File: src/rtl/filo_ctrl.sv
// Command-side controller for a LIFO stack: turns push/pop/peek/drain commands
// into stack strobes and returns results on a valid/ready response port.
module filo_ctrl #(
  parameter int DATA_W = 32,
  parameter int DEPTH  = 16
) (
  input  logic                       clk,
  input  logic                       reset,
  input  logic                       cmd_valid,
  output logic                       cmd_ready,
  input  logic [1:0]                 cmd_op,
  input  logic [DATA_W-1:0]          cmd_data,
  output logic                       rsp_valid,
  input  logic                       rsp_ready,
  output logic [DATA_W-1:0]          rsp_data,
  output logic                       rsp_err,
  output logic                       rsp_last,
  output logic                       stk_en,
  output logic                       stk_read_write,
  output logic [DATA_W-1:0]          stk_data_in,
  input  logic [DATA_W-1:0]          stk_data_out,
  input  logic                       stk_empty,
  input  logic                       stk_full,
  input  logic [$clog2(DEPTH)+1:0]   stk_last
);

  localparam logic [1:0] OP_PUSH  = 2'b00;
  localparam logic [1:0] OP_POP   = 2'b01;
  localparam logic [1:0] OP_PEEK  = 2'b10;
  localparam logic [1:0] OP_DRAIN = 2'b11;

  typedef enum logic [2:0] {
    IDLE   = 3'd0,
    ISSUE  = 3'd1,
    WAIT   = 3'd2,
    REPUSH = 3'd3,
    WAIT2  = 3'd4,
    RESP   = 3'd5
  } state_t;

  state_t              state_r;
  state_t              next_s;
  logic [1:0]          op_r;
  logic [DATA_W-1:0]   data_r;
  logic [DATA_W-1:0]   rsp_data_r;
  logic                rsp_err_r;
  logic                rsp_last_r;
  logic                first_r;
  logic                err_s;
  logic                en_s;
  logic                rw_s;
  logic [DATA_W-1:0]   din_s;

  // Error decision from the flags seen in ISSUE; drain only errors on its first pass
  always_comb begin
    err_s = 1'b0;
    case (op_r)
      OP_PUSH:  err_s = stk_full;
      OP_POP:   err_s = stk_empty;
      OP_PEEK:  err_s = stk_empty;
      OP_DRAIN: err_s = stk_empty & first_r;
      default:  err_s = 1'b0;
    endcase
  end

  // Next-state and stack strobe decode
  always_comb begin
    next_s = state_r;
    en_s   = 1'b0;
    rw_s   = 1'b0;
    din_s  = '0;
    case (state_r)
      IDLE: begin
        if (cmd_valid) next_s = ISSUE;
        else           next_s = IDLE;
      end
      ISSUE: begin
        if (err_s) begin
          next_s = RESP;
        end else begin
          en_s   = 1'b1;
          next_s = WAIT;
          if (op_r == OP_PUSH) begin
            rw_s  = 1'b0;
            din_s = data_r;
          end else begin
            rw_s  = 1'b1;
          end
        end
      end
      WAIT: begin
        if (op_r == OP_PEEK) next_s = REPUSH;
        else                 next_s = RESP;
      end
      REPUSH: begin
        en_s   = 1'b1;
        rw_s   = 1'b0;
        din_s  = rsp_data_r;
        next_s = WAIT2;
      end
      WAIT2: next_s = RESP;
      RESP: begin
        if (!rsp_ready)                            next_s = RESP;
        else if (op_r == OP_DRAIN && !rsp_last_r)  next_s = ISSUE;
        else                                       next_s = IDLE;
      end
      default: next_s = IDLE;
    endcase
  end

  // State register plus command and response latches
  always_ff @(posedge clk) begin
    if (reset) begin
      state_r    <= IDLE;
      op_r       <= 2'b00;
      data_r     <= '0;
      rsp_data_r <= '0;
      rsp_err_r  <= 1'b0;
      rsp_last_r <= 1'b0;
      first_r    <= 1'b0;
    end else begin
      state_r <= next_s;
      case (state_r)
        IDLE: begin
          if (cmd_valid) begin
            op_r    <= cmd_op;
            data_r  <= cmd_data;
            first_r <= 1'b1;
          end
        end
        ISSUE: begin
          rsp_last_r <= 1'b1;
          if (err_s) begin
            rsp_err_r  <= 1'b1;
            rsp_data_r <= '0;
          end else begin
            rsp_err_r <= 1'b0;
            if (op_r == OP_PUSH) rsp_data_r <= data_r;
          end
        end
        WAIT: begin
          first_r <= 1'b0;
          if (op_r != OP_PUSH) rsp_data_r <= stk_data_out;
          // a drain word is final once this pop has emptied the stack
          if (op_r == OP_DRAIN) rsp_last_r <= (stk_last == '0);
        end
        default: begin
        end
      endcase
    end
  end

  // Reset gates the strobe-side outputs so an abort never reaches the stack
  assign cmd_ready      = (state_r == IDLE) && !reset;
  assign rsp_valid      = (state_r == RESP) && !reset;
  assign stk_en         = en_s && !reset;
  assign stk_read_write = rw_s && !reset;
  assign stk_data_in    = reset ? '0 : din_s;
  assign rsp_data       = rsp_data_r;
  assign rsp_err        = rsp_err_r;
  assign rsp_last       = rsp_last_r;

endmodule

File: config.mk
export PLATFORM = sky130hd
export DESIGN_NAME = filo_ctrl
export DESIGN_NICKNAME = d
export VERILOG_FILES = /design/src/rtl/filo_ctrl.sv
export SDC_FILE = /design/constraint.sdc
export NUM_CORES = 1
export LEC_CHECK = 0
export CORE_MARGIN = 2
export CORE_UTILIZATION = 40
export DETAILED_ROUTE_END_ITERATION = 16
export PLACE_DENSITY = 0.75
export SETUP_SLACK_MARGIN = 0.2
export SLEW_MARGIN = 20
export SYNTH_ARGS = -nofsm -noshare
export SYNTH_HDL_FRONTEND = slang
export SYNTH_SLANG_ARGS = --single-unit
File: constraint.sdc
create_clock -name clk -period 2.6 [get_ports clk]
set_input_delay 0.52 -clock clk [delete_from_list [all_inputs] [get_ports clk]]
set_output_delay 0.52 -clock clk [all_outputs]
set_load 0.03 [all_outputs]
-- After elaboration in Yosys (flattened, before gate mapping)
Index checks and enable logic that the tools add are counted.
- divide/modulo/power cells: 0
- equality and inequality tests: 12
- reductions and logical operators: 18
- multiplexer cells: 25
- multipliers: 0
- shift-type cells: 0
- add/sub/neg operators: 0
- order comparisons: 0
- bitwise logic cells: 1
- operators with widths (kind ; count):
    32-bit 2-to-1 mux ; 6
    32-bit one-hot mux with 2 select lines ; 2
    3-bit one-hot mux with 6 select lines ; 1
    1-bit 2-to-1 mux ; 9
    3-bit 2-to-1 mux ; 3
    3-bit by 2-bit == test with 1-bit output (second input constant) ; 2
    3-bit == test (second input constant) ; 2
    6-bit zero test ; 1
    2-bit inequality test (second input constant) ; 3
    1-bit one-hot mux with 2 select lines ; 3
    2-bit AND reduction ; 3
    2-bit nonzero test ; 3
    1-bit logical AND ; 5
    2-bit == test (second input constant) ; 2
    3-bit by 1-bit == test with 1-bit output (second input constant) ; 1
    3-bit zero test ; 1
    3-bit inequality test (second input constant) ; 1
    1-bit one-hot mux with 3 select lines ; 1
    3-bit AND reduction ; 1
    2-bit by 1-bit == test with 1-bit output (second input constant) ; 1
    1-bit zero test ; 2
    2-bit zero test ; 1
    2-bit OR reduction ; 1
    1-bit AND ; 1
- flip-flop bits (word level): 72
- bits in read-only memories: 0
- memory bits (writable): 0
- input bits: 78
- bits in latches: 0
- output and inout bits: 70
- memories kept: 0

-- Logic depth before layout (Yosys ltp)
- word-level depth: 6
- mapped depth: 8

-- Worst setup path before layout
No wires, ideal clock.
- kind: register to output
- start: register op_r[0]
- end: output stk_data_in[10]
- buffers on the path: 1
- cell stages (with the launch flop): 8
- setup slack: 95 ps
- arrival: 1985 ps
- required time: 2080 ps
- cells stage by stage: dfxtp_1 inv_1 ha_1 a21oi_1 o2111a_1 buf_1 a22oi_1 nor2_1
- cells in the longest elaborated chain, start to end: 6
- elaborated cells between the ends (all ways): 10
- ends and longest elaborated chain (item ; RTL line ; text):
    start, declared ; 43 ; logic [1:0] op_r;
    start signal, assigned ; 126 ; op_r <= cmd_op;
    2-bit == test / 2-bit by 1-bit == test with 1-bit output (equally long branches) ; 57 ; case (op_r)
    2-bit OR reduction (no source line) ; n/a ;
    1-bit one-hot mux with 3 select lines ; 57 ;
    32-bit 2-to-1 mux (*) ; 78 ; if (err_s) begin
    32-bit one-hot mux with 2 select lines (*) ; 72 ; case (state_r)
    32-bit 2-to-1 mux (*) ; 158 ; assign stk_data_in = reset ? '0 : din_s;
    end, declared ; 20 ; output logic [DATA_W-1:0] stk_data_in,
Every way passes the cells marked *; elsewhere a longest branch is shown, timed or not.

-- Worst setup path in the final report
- start: register op_r[1]
- end: output stk_data_in[22]
The elaborated chain is that of the path after synthesis.

==> run metrics <==
outcome=complete, but fails checks; violated checks=setup timing; CTS H-tree lvls=3; Post-synth top flop=dfxtp_1; Synth Net Count=596; share of cells above drive strength 1=30.23%; Pleak=0.002072 uW; CTS tree=done; largest net degree at the start of global routing=57; initial antenna violation count=0; Initial Utilization=40.57%; Vert. Die Dim=105.6 um; Post-Syn Area per Cell=8.038 sq um; Die ar.=11,160 sq um; Core Util, Final=63.02%; Max Fclk=382.1 MHz; GR Util met2=44.29%; # hold bufs at CTS=0; fin area=6419 sq um; Post-Route WL=14,870 um; Yosys reg bits=72; Reg area=1448 sq um; first-pass GRT wire length=24,560 um; via count=4,679; Num CTS Buffers=9; Area Growth Syn to Fin=55.36%; WS Path Type=reg2out; critical path arrival=2100 ps; grt total ovfl=0; Die Wd=105.6 um; vias in the first global route=4,744; Port Buffers=147; number of I/O pins=148; Setup WS pre-CTS=105.4 ps; pwr/cell area=640.9 nW/um^2; Worst Slack Setup Final=-17.22 ps; Top cell by count, worst path=buf_6; Mapped Cells=514; Startpoint Class=flip-flop; DRC=0; RSZ-0062 raised after global routing=yes; row cnt=37; largest area contributor in the netlist=dfxtp_1; most frequent cell after synthesis=nand2_1; top cells by area, synth=dfxtp_1 (35%), a311oi_2 (11%), nand2_1 (9.5%), o32ai_1 (6.8%), a22oi_1 (5.8%); Placed Area=5677 sq um; core area=10,180 sq um; DRT iter0 DRCs=357; CP delay by family, top=buffers and inverters; pins over their slew limit=0; clock sink total=72; # setup viols final=7; Post-synth ARST share=0%; Worst-Margin Slew=935.1 ps; crit path cell chain=inv_4, ha_4, a21oi_4, o2111a_2, buf_6, buf_16, a22oi_2, nor2_2, buf_6; Mapped Area=4131 sq um; met3 global-route usage=6.308%; Post-synth EDFFs=0; Final #Nets=732; CP Data Required Time=2080 ps; DR pass1 iterations=5; Clock Skews=9.940 ps; Post-DP HPWL=9306 um; max-cap check violation count=0; worst vdd ir=0.0002780 V; Hold WC Path Type=in2reg; buffers from clock root to sink, at most=2; met1 Usage GRT=35.04%; Worst path max stage delay=380 ps; Synth top area share=34.89%; Worst-path clk slew=80 ps; Vias/cell=5.915; layer carrying the most global-route usage=met2; top cells by count, synth=nand2_1 (105), dfxtp_1 (72), a21oi_1 (42); clock root buffer=clkbuf_8; antenna cells=0; Placer Congestion=0.8470; Slew headroom=37.66%; GRT Total Usage=27.45%; Filler cells=868; Post-DRT Antenna Nets=0; Yosys warning count=0; CP max stage cell=dfxtp_4; Final Hold Vio Count=0; wire per inst=18.80 um; post-synthesis sequential area ratio=34.89%; CP Capture Type=output port; worst path bufs/invs=4; CP Max Fanout=8; Clk Latency, worst-skew pair=360 ps; area taken by multi-input logic gates=2696 sq um; fin crit share=100.7%; distinct cell type count after synthesis=38; Tmin final=2617 ps
==> sequential cells by signal (all words and copies together), names as in the netlist <==
name / cells
rsp_err: 1
rsp_last: 1
state_r: 3
data_r: 32
first_r: 1
rsp_data: 32
op_r: 2
==> per-layer routing <==
| layer | up-vias | share of wire, % |
|---|---|---|
| met5 | - | 0 |
| met4 | 0 | 3.2 |
| met3 | 49 | 7.4 |
| met2 | 237 | 50 |
| met1 | 2220 | 40 |
| li1 | 2173 | - |
==> timing repair <==
action,CTS,global route
cloned,3,0
setup buffers,9,1
pin swaps,4,9
setup endpoints to repair,36,34
gates resized for setup,87,2
==> final timing paths <==
| path | start | endpoint | slack (ps) | cells past startpoint |
|---|---|---|---|---|
| min reg2reg | data_r[16] | data_r[16] | 490 | 2 |
| max | op_r[1] | stk_data_in[22] | -20 | 9 |
| min | reset | data_r[5] | 420 | 2 |
| max reg2reg | state_r[0] | rsp_data[9] | 410 | 4 |
==> layout make-up <==
| cell class | count | area share, % |
|---|---|---|
| Inverter | 2 | 0.1559 |
| Clock buffer | 10 | 2.144 |
| Timing Repair Buffer | 185 | 29.06 |
| Sequential cell | 72 | 22.55 |
| Tap cell | 136 | 2.651 |
| Multi-Input combinational cell | 380 | 42.01 |
| Clock inverter | 6 | 1.423 |
==> where the power goes <==
part | internal [uW] | switching [uW] | total (uW)
clock network | 569 | 463 | 1030
registers | 1260 | 188 | 1450
logic | 722 | 909 | 1630
==> cell families (layout without fill, tap and decap cells) <==
kind of cell	Yosys count	after routing	synth area share, %
fa+ha+maj	4	4	1.211
flops	72	72	34.89
compound gates	149	149	30.98
simple gates	227	227	25.62
buf+inv	62	203	7.299
==> cell usage in the layout (no fill, tap or decap), drive strengths merged, types with 33 or more instances in the layout <==
cell type      netlist  final
buf                 27     73
a21oi               42     42
nand2              105    105
nor2                40     40
dfxtp               72     72
clkdlybuf4s50        0    109
a311oi              33     33
==> per-stage QoR <==
step | setup TNS (ps) | instances | hold WS [ps] | power [uW]
after floorplan | 0 | 514 | 449.2 | 2369
after global placement | 0 | 762 | 460.8 | 2890
after detailed placement | 0 | 762 | 465.8 | 2932
after CTS | 0 | 790 | 410.8 | 4095
after global routing | -2373 | 791 | 403.9 | 4311
final | -38.14 | 791 | 415.5 | 4114
No activity file was read; power rests on OpenSTA's default activity.
==> patch 1, RTL diff (same flow settings) <==
The parameter `DATA_W` goes from 32 to 28.
--- a/src/rtl/filo_ctrl.sv
+++ b/src/rtl/filo_ctrl.sv
@@ -1,7 +1,7 @@
 // Command-side controller for a LIFO stack: turns push/pop/peek/drain commands
 // into stack strobes and returns results on a valid/ready response port.
 module filo_ctrl #(
-  parameter int DATA_W = 32,
+  parameter int DATA_W = 28,
   parameter int DEPTH  = 16
 ) (
   input  logic                       clk,
Ports: changed (resized cmd_data, rsp_data, stk_data_in and stk_data_out); port bits go from 148 to 132. The function was not compared with the original's and may differ.
==> patch 1 against the unedited design <==
  * Sequential cell count fell by 8
  * Sequential share of layout area rose by 0.73 points
  * Routed wire length down 15%
  * Cell area down 14%
  * Final cell count is 9.0% lower
  * Power increased by 28%
  * Synthesized area fell by 14%
  * Worst setup slack improved by 0.087 ns
  * Count of clock-buffer cells in the layout up 1
  * Die area down 13%
  * Clock skew decreased by 0.0036 ns
  * Largest power group unchanged
  * Synthesized cell count shrank 5.3%
==> patch 1: results (changes against the unedited design) <==
Clk Latency, worst-skew pair 0.34 ns (-0.02 ns); global-route wire length before repair 20600 um (-16%); YS warnings 0 (unchanged); First DRT Iteration DRCs 292 (-18%); Worst slew margin 70.3% (+33 points); vias in the first global route 4010 (-15%); share of layout cells above drive strength 1 23.7% (-6.5 points); # H-tree levels 3 (unchanged); met1 Use GR 34.2% (-0.87 points); crit share post-route 97.3% (-3.3 points); met3 usage in global routing 5.11% (-1.2 points); worst vdd ir 490 uV (+76%); internal reg-to-reg setup slack 0.59 ns (+0.18 ns); main area contributors after synthesis dfxtp_1 36%, nand2_1 9.6%, o2111ai_1 6.9%; IO buf count 131 (-11%); crit-path max cell delay 0.38 ns (about the same); TritonCTS Buffers 9 (unchanged); largest net degree at the start of global routing 69 (+21%); CTS Buffer Depth 2 (unchanged); Mapped Nets 561 (-5.9%); Antenna Cells 0 (unchanged); xor/xnor cell area share of the yosys netlist 0% (unchanged); pre-CTS WS 0.126 ns (+0.0204 ns); synth unique cells 36 (-5.3%); outcome completed; Final nets 682 (-6.8%); clk slew on worst S/H paths approximately 0.070 ns; ys async rst share 0% (unchanged); adder-cell share of the synthesized area 1.40% (+0.19 points); Synth Area in Compound Gates 32.1% (+1.1 points); setup TNS 0 ns (+0.0381 ns); LEAKAGE 1.89 nW (-8.9%); Routed WL 12600 um (-15%); CP Max Fanout 6 (-2); CTS Root Cell clkbuf_8; initial antenna violation count 0 (unchanged); Pre-Repair DR Iteration Count 5 (unchanged); post-synthesis mux area share 0% (unchanged); Top delay family on crit path buffers and inverters; Worst Skew 0.00635 ns (-0.00359 ns); grt met2 use 42.3% (-2.0 points); RePlAce Congestion 0.787 (-7.1%); DPL Wire Length 8110 um (-13%); Overall Global Routing Usage 25.9% (-1.5 points); ys flop type dfxtp_1; HP Class flip-flop to flip-flop; via count 4288 (-8.4%); CP max-delay cell dfxtp_4; Synth top cells by count 91 x nand2_1, 64 x dfxtp_1, 62 x nor2_1, 39 x clkbuf_1, 35 x a21oi_1; post-synthesis sequential area ratio 35.9% (+0.97 points); data arrival time of the worst path 2.01 ns (-0.09 ns)
-- patch 1: timing repair --
action                                  CTS  global route
cloned                                    3             0
gates resized for setup                  64             7
setup buffers                             4             2
pin swaps                                18            20
endpoints found under the setup margin   30            30
-- patch 1: per-layer routing --
| layer | vias up | wire (um) |
|---|---|---|
| met5 | - | 0 |
| met4 | 0 | 344 |
| met3 | 31 | 984 |
| met2 | 215 | 5990 |
| met1 | 1992 | 5270 |
| li1 | 2050 | - |
-- patch 1: through the flow --
stage	utilization, %	instance area [um^2]	std cells	hold WS, ns
floorplan	-	3630	487	0.437
global placement	57.6	5000	696	0.463
detailed placement	57.6	5000	696	0.464
CTS	63.6	5520	718	0.474
global route	64.0	5550	720	0.505
finish	64.0	5550	720	0.472
-- patch 1: power breakdown --
part / internal, W / switching (W) / leakage (nW)
combinational: 0.00118 / 0.00166 / 1.28
sequential: 0.00131 / 0.000405 / 0.528
clock: 0.000336 / 0.000378 / 0.0789
total: 0.00282 / 0.00245 / 1.89
-- patch 1: worst paths after layout --
check | from | end | cells after the start
max | op_r[1] | stk_data_in[9] | 9
min | data_r[6] | data_r[6] | 2
max reg2reg | op_r[1] | state_r[0] | 8
min reg2reg | data_r[6] | data_r[6] | 2
-- patch 1: logic make-up (layout without fill, tap and decap cells) --
logic type,Yosys count,count (layout)
AO/OA/AOI/OAI,159,159
buffers and inverters,62,187
flip-flops,64,64
adder cells (fa/ha/maj),4,4
AND/OR/NAND/NOR,198,198
-- patch 1: layout make-up --
class / instances / area [um^2]
inverter: 4 / 20.0
clock buffer: 11 / 131
multi-input combinational: 361 / 2260
sequential: 64 / 1290
timing repair buffer: 168 / 1680
tap: 108 / 135
fill: 757 / 3130
clock inverter: 4 / 22.5
==> patch 2, RTL diff (same settings) <==
Without the edit above. Encoding of `state_t`: now one-hot (6 bits for 6 states).
--- a/src/rtl/filo_ctrl.sv
+++ b/src/rtl/filo_ctrl.sv
@@ -29,13 +29,13 @@
   localparam logic [1:0] OP_PEEK  = 2'b10;
   localparam logic [1:0] OP_DRAIN = 2'b11;
 
-  typedef enum logic [2:0] {
-    IDLE   = 3'd0,
-    ISSUE  = 3'd1,
-    WAIT   = 3'd2,
-    REPUSH = 3'd3,
-    WAIT2  = 3'd4,
-    RESP   = 3'd5
+  typedef enum logic [5:0] {
+    IDLE   = 6'b000001,
+    ISSUE  = 6'b000010,
+    WAIT   = 6'b000100,
+    REPUSH = 6'b001000,
+    WAIT2  = 6'b010000,
+    RESP   = 6'b100000
   } state_t;
 
   state_t              state_r;
Function: same outputs for any inputs over 4 cycles, from zero or initial values and one cycle with reset high; so few cycles prove little.
==> patch 2 against the unedited design <==
  * The flow still finishes with violations (setup timing)
  * Sequential cell count rose by 3
  * Die area is 11% lower
  * Non-clock buffer count is 7 higher
  * Via count down 11%
  * Synthesized area fell by 11%
  * Routed wire length fell by 9.6%
  * Cell area decreased by 4.3%
  * Worst setup slack worse by 0.091 ns
  * Largest cell class unchanged
Power is not compared: it rests on default switching activity, and its combinational part moved more than twofold at a synthesized area within 25%.
==> patch 2: results (changes against the unedited design) <==
failing checks setup timing; CP Max Fanout 7 (-1); First DRT Iteration DRCs 219 (-39%); setup TNS -1.96 ns (-1.92 ns); crit path from op_r[0]; Reg2Reg Launch Point state_r[5]; final setup fails 32 (+25); via count 4149 (-11%); PnR worst setup slack -0.109 ns (-0.0914 ns); main area contributors after synthesis dfxtp_1 41%, nand2_1 11%, a22o_1 7.6%; WL per Instance 18.6 um (-0.87%); Final nets 690 (-5.7%); Routed WL 13400 um (-9.6%); met1 Use GR 32.0% (-3.0 points); crit path capture stk_data_in[31]; fillcell total 704 (-19%); HP Class flip-flop to flip-flop; Mapped Nets 532 (-11%); global-route wire length before repair 20900 um (-15%); reg2reg path depth 6 (+2); largest net degree at the start of global routing 39 (-32%); Hold WS 0.482 ns (+0.0662 ns); Synth top cells by count 106 x nand2_1, 75 x dfxtp_1, 36 x a21oi_1, 35 x nand3_1, 33 x nor3_1; Worst slew margin 49.4% (+12 points); grt met2 use 47.1% (+2.8 points); internal reg-to-reg setup slack 0.37 ns (-0.04 ns); Cells after Synth 450 (-12%); RePlAce Congestion 0.885 (+4.5%); share of layout cells above drive strength 1 25.3% (-4.9 points); outcome finished, violations left; vias in the first global route 4168 (-12%); Clk Latency, worst-skew pair 0.34 ns (-0.02 ns)
patch 2: worst register-to-register path, cell delays in order, from the launching register on:
cell      delay (ns)
dfxtp_4         0.37
or4_4           0.54
buf_4           0.16
o22ai_2         0.46
or2_1           0.20
buf_4           0.25
a311oi_1        0.14
patch 2: what timing repair did:
item / 4_1_cts / 5_1_grt
resized for setup: 56 / 10
hold buffers: 0 / 0
hold endpoints to repair: 0 / 0
setup endpoints to repair: 36 / 37
pin swaps: 23 / 5
setup buffers: 10 / 2
cloned: 4 / 0
patch 2: logic make-up after synthesis:
kind of cell               Yosys count  share of synthesized area (%)
AOI/OAI and AO/OA                  111                           23.2
DFF                                 75                           41.0
adders and majority gates            4                           1.37
muxes                                2                          0.580
and+or+nand+nor                    206                           26.7
buffers and inverters               52                           7.24
patch 2: final cells by class:
type,instances,share of cell area [%]
tap,108,2.20
inverter,7,0.509
timing repair buffer,192,32.0
sequential,75,24.7
clock buffer,12,2.36
multi-input combinational,323,36.7
clock inverter,4,1.59
patch 2: per-stage QoR:
step / power (W) / cell area, um^2
after floorplan: 0.00168 / 4030
after global placement: 0.00194 / 5510
after detailed placement: 0.00195 / 5510
after CTS: 0.00304 / 6100
after global routing: 0.00317 / 6140
final: 0.00305 / 6140
patch 2: how the worst min path moves through the flow:
| stage | cells past startpoint | endpoint | from |
|---|---|---|---|
| floorplan | 2 | data_r[0] | data_r[0] |
| global placement | 2 | data_r[0] | data_r[0] |
| detailed placement | 2 | op_r[0] | op_r[0] |
| CTS | 2 | data_r[0] | data_r[0] |
| global route | 2 | data_r[21] | data_r[21] |
| finish | 2 | data_r[0] | data_r[0] |
patch 2: power breakdown:
group	switching, W	internal [W]
combinational	0.000335	0.000305
clock	0.000428	0.000666
sequential	0.0000866	0.00123
total	0.000849	0.00220
patch 2: layer usage:
layer  vias up  wire length (um)
li1       1956                 -
met1      1973              5570
met2       202              6670
met3        18              1010
met4         0               181
met5         -                 0
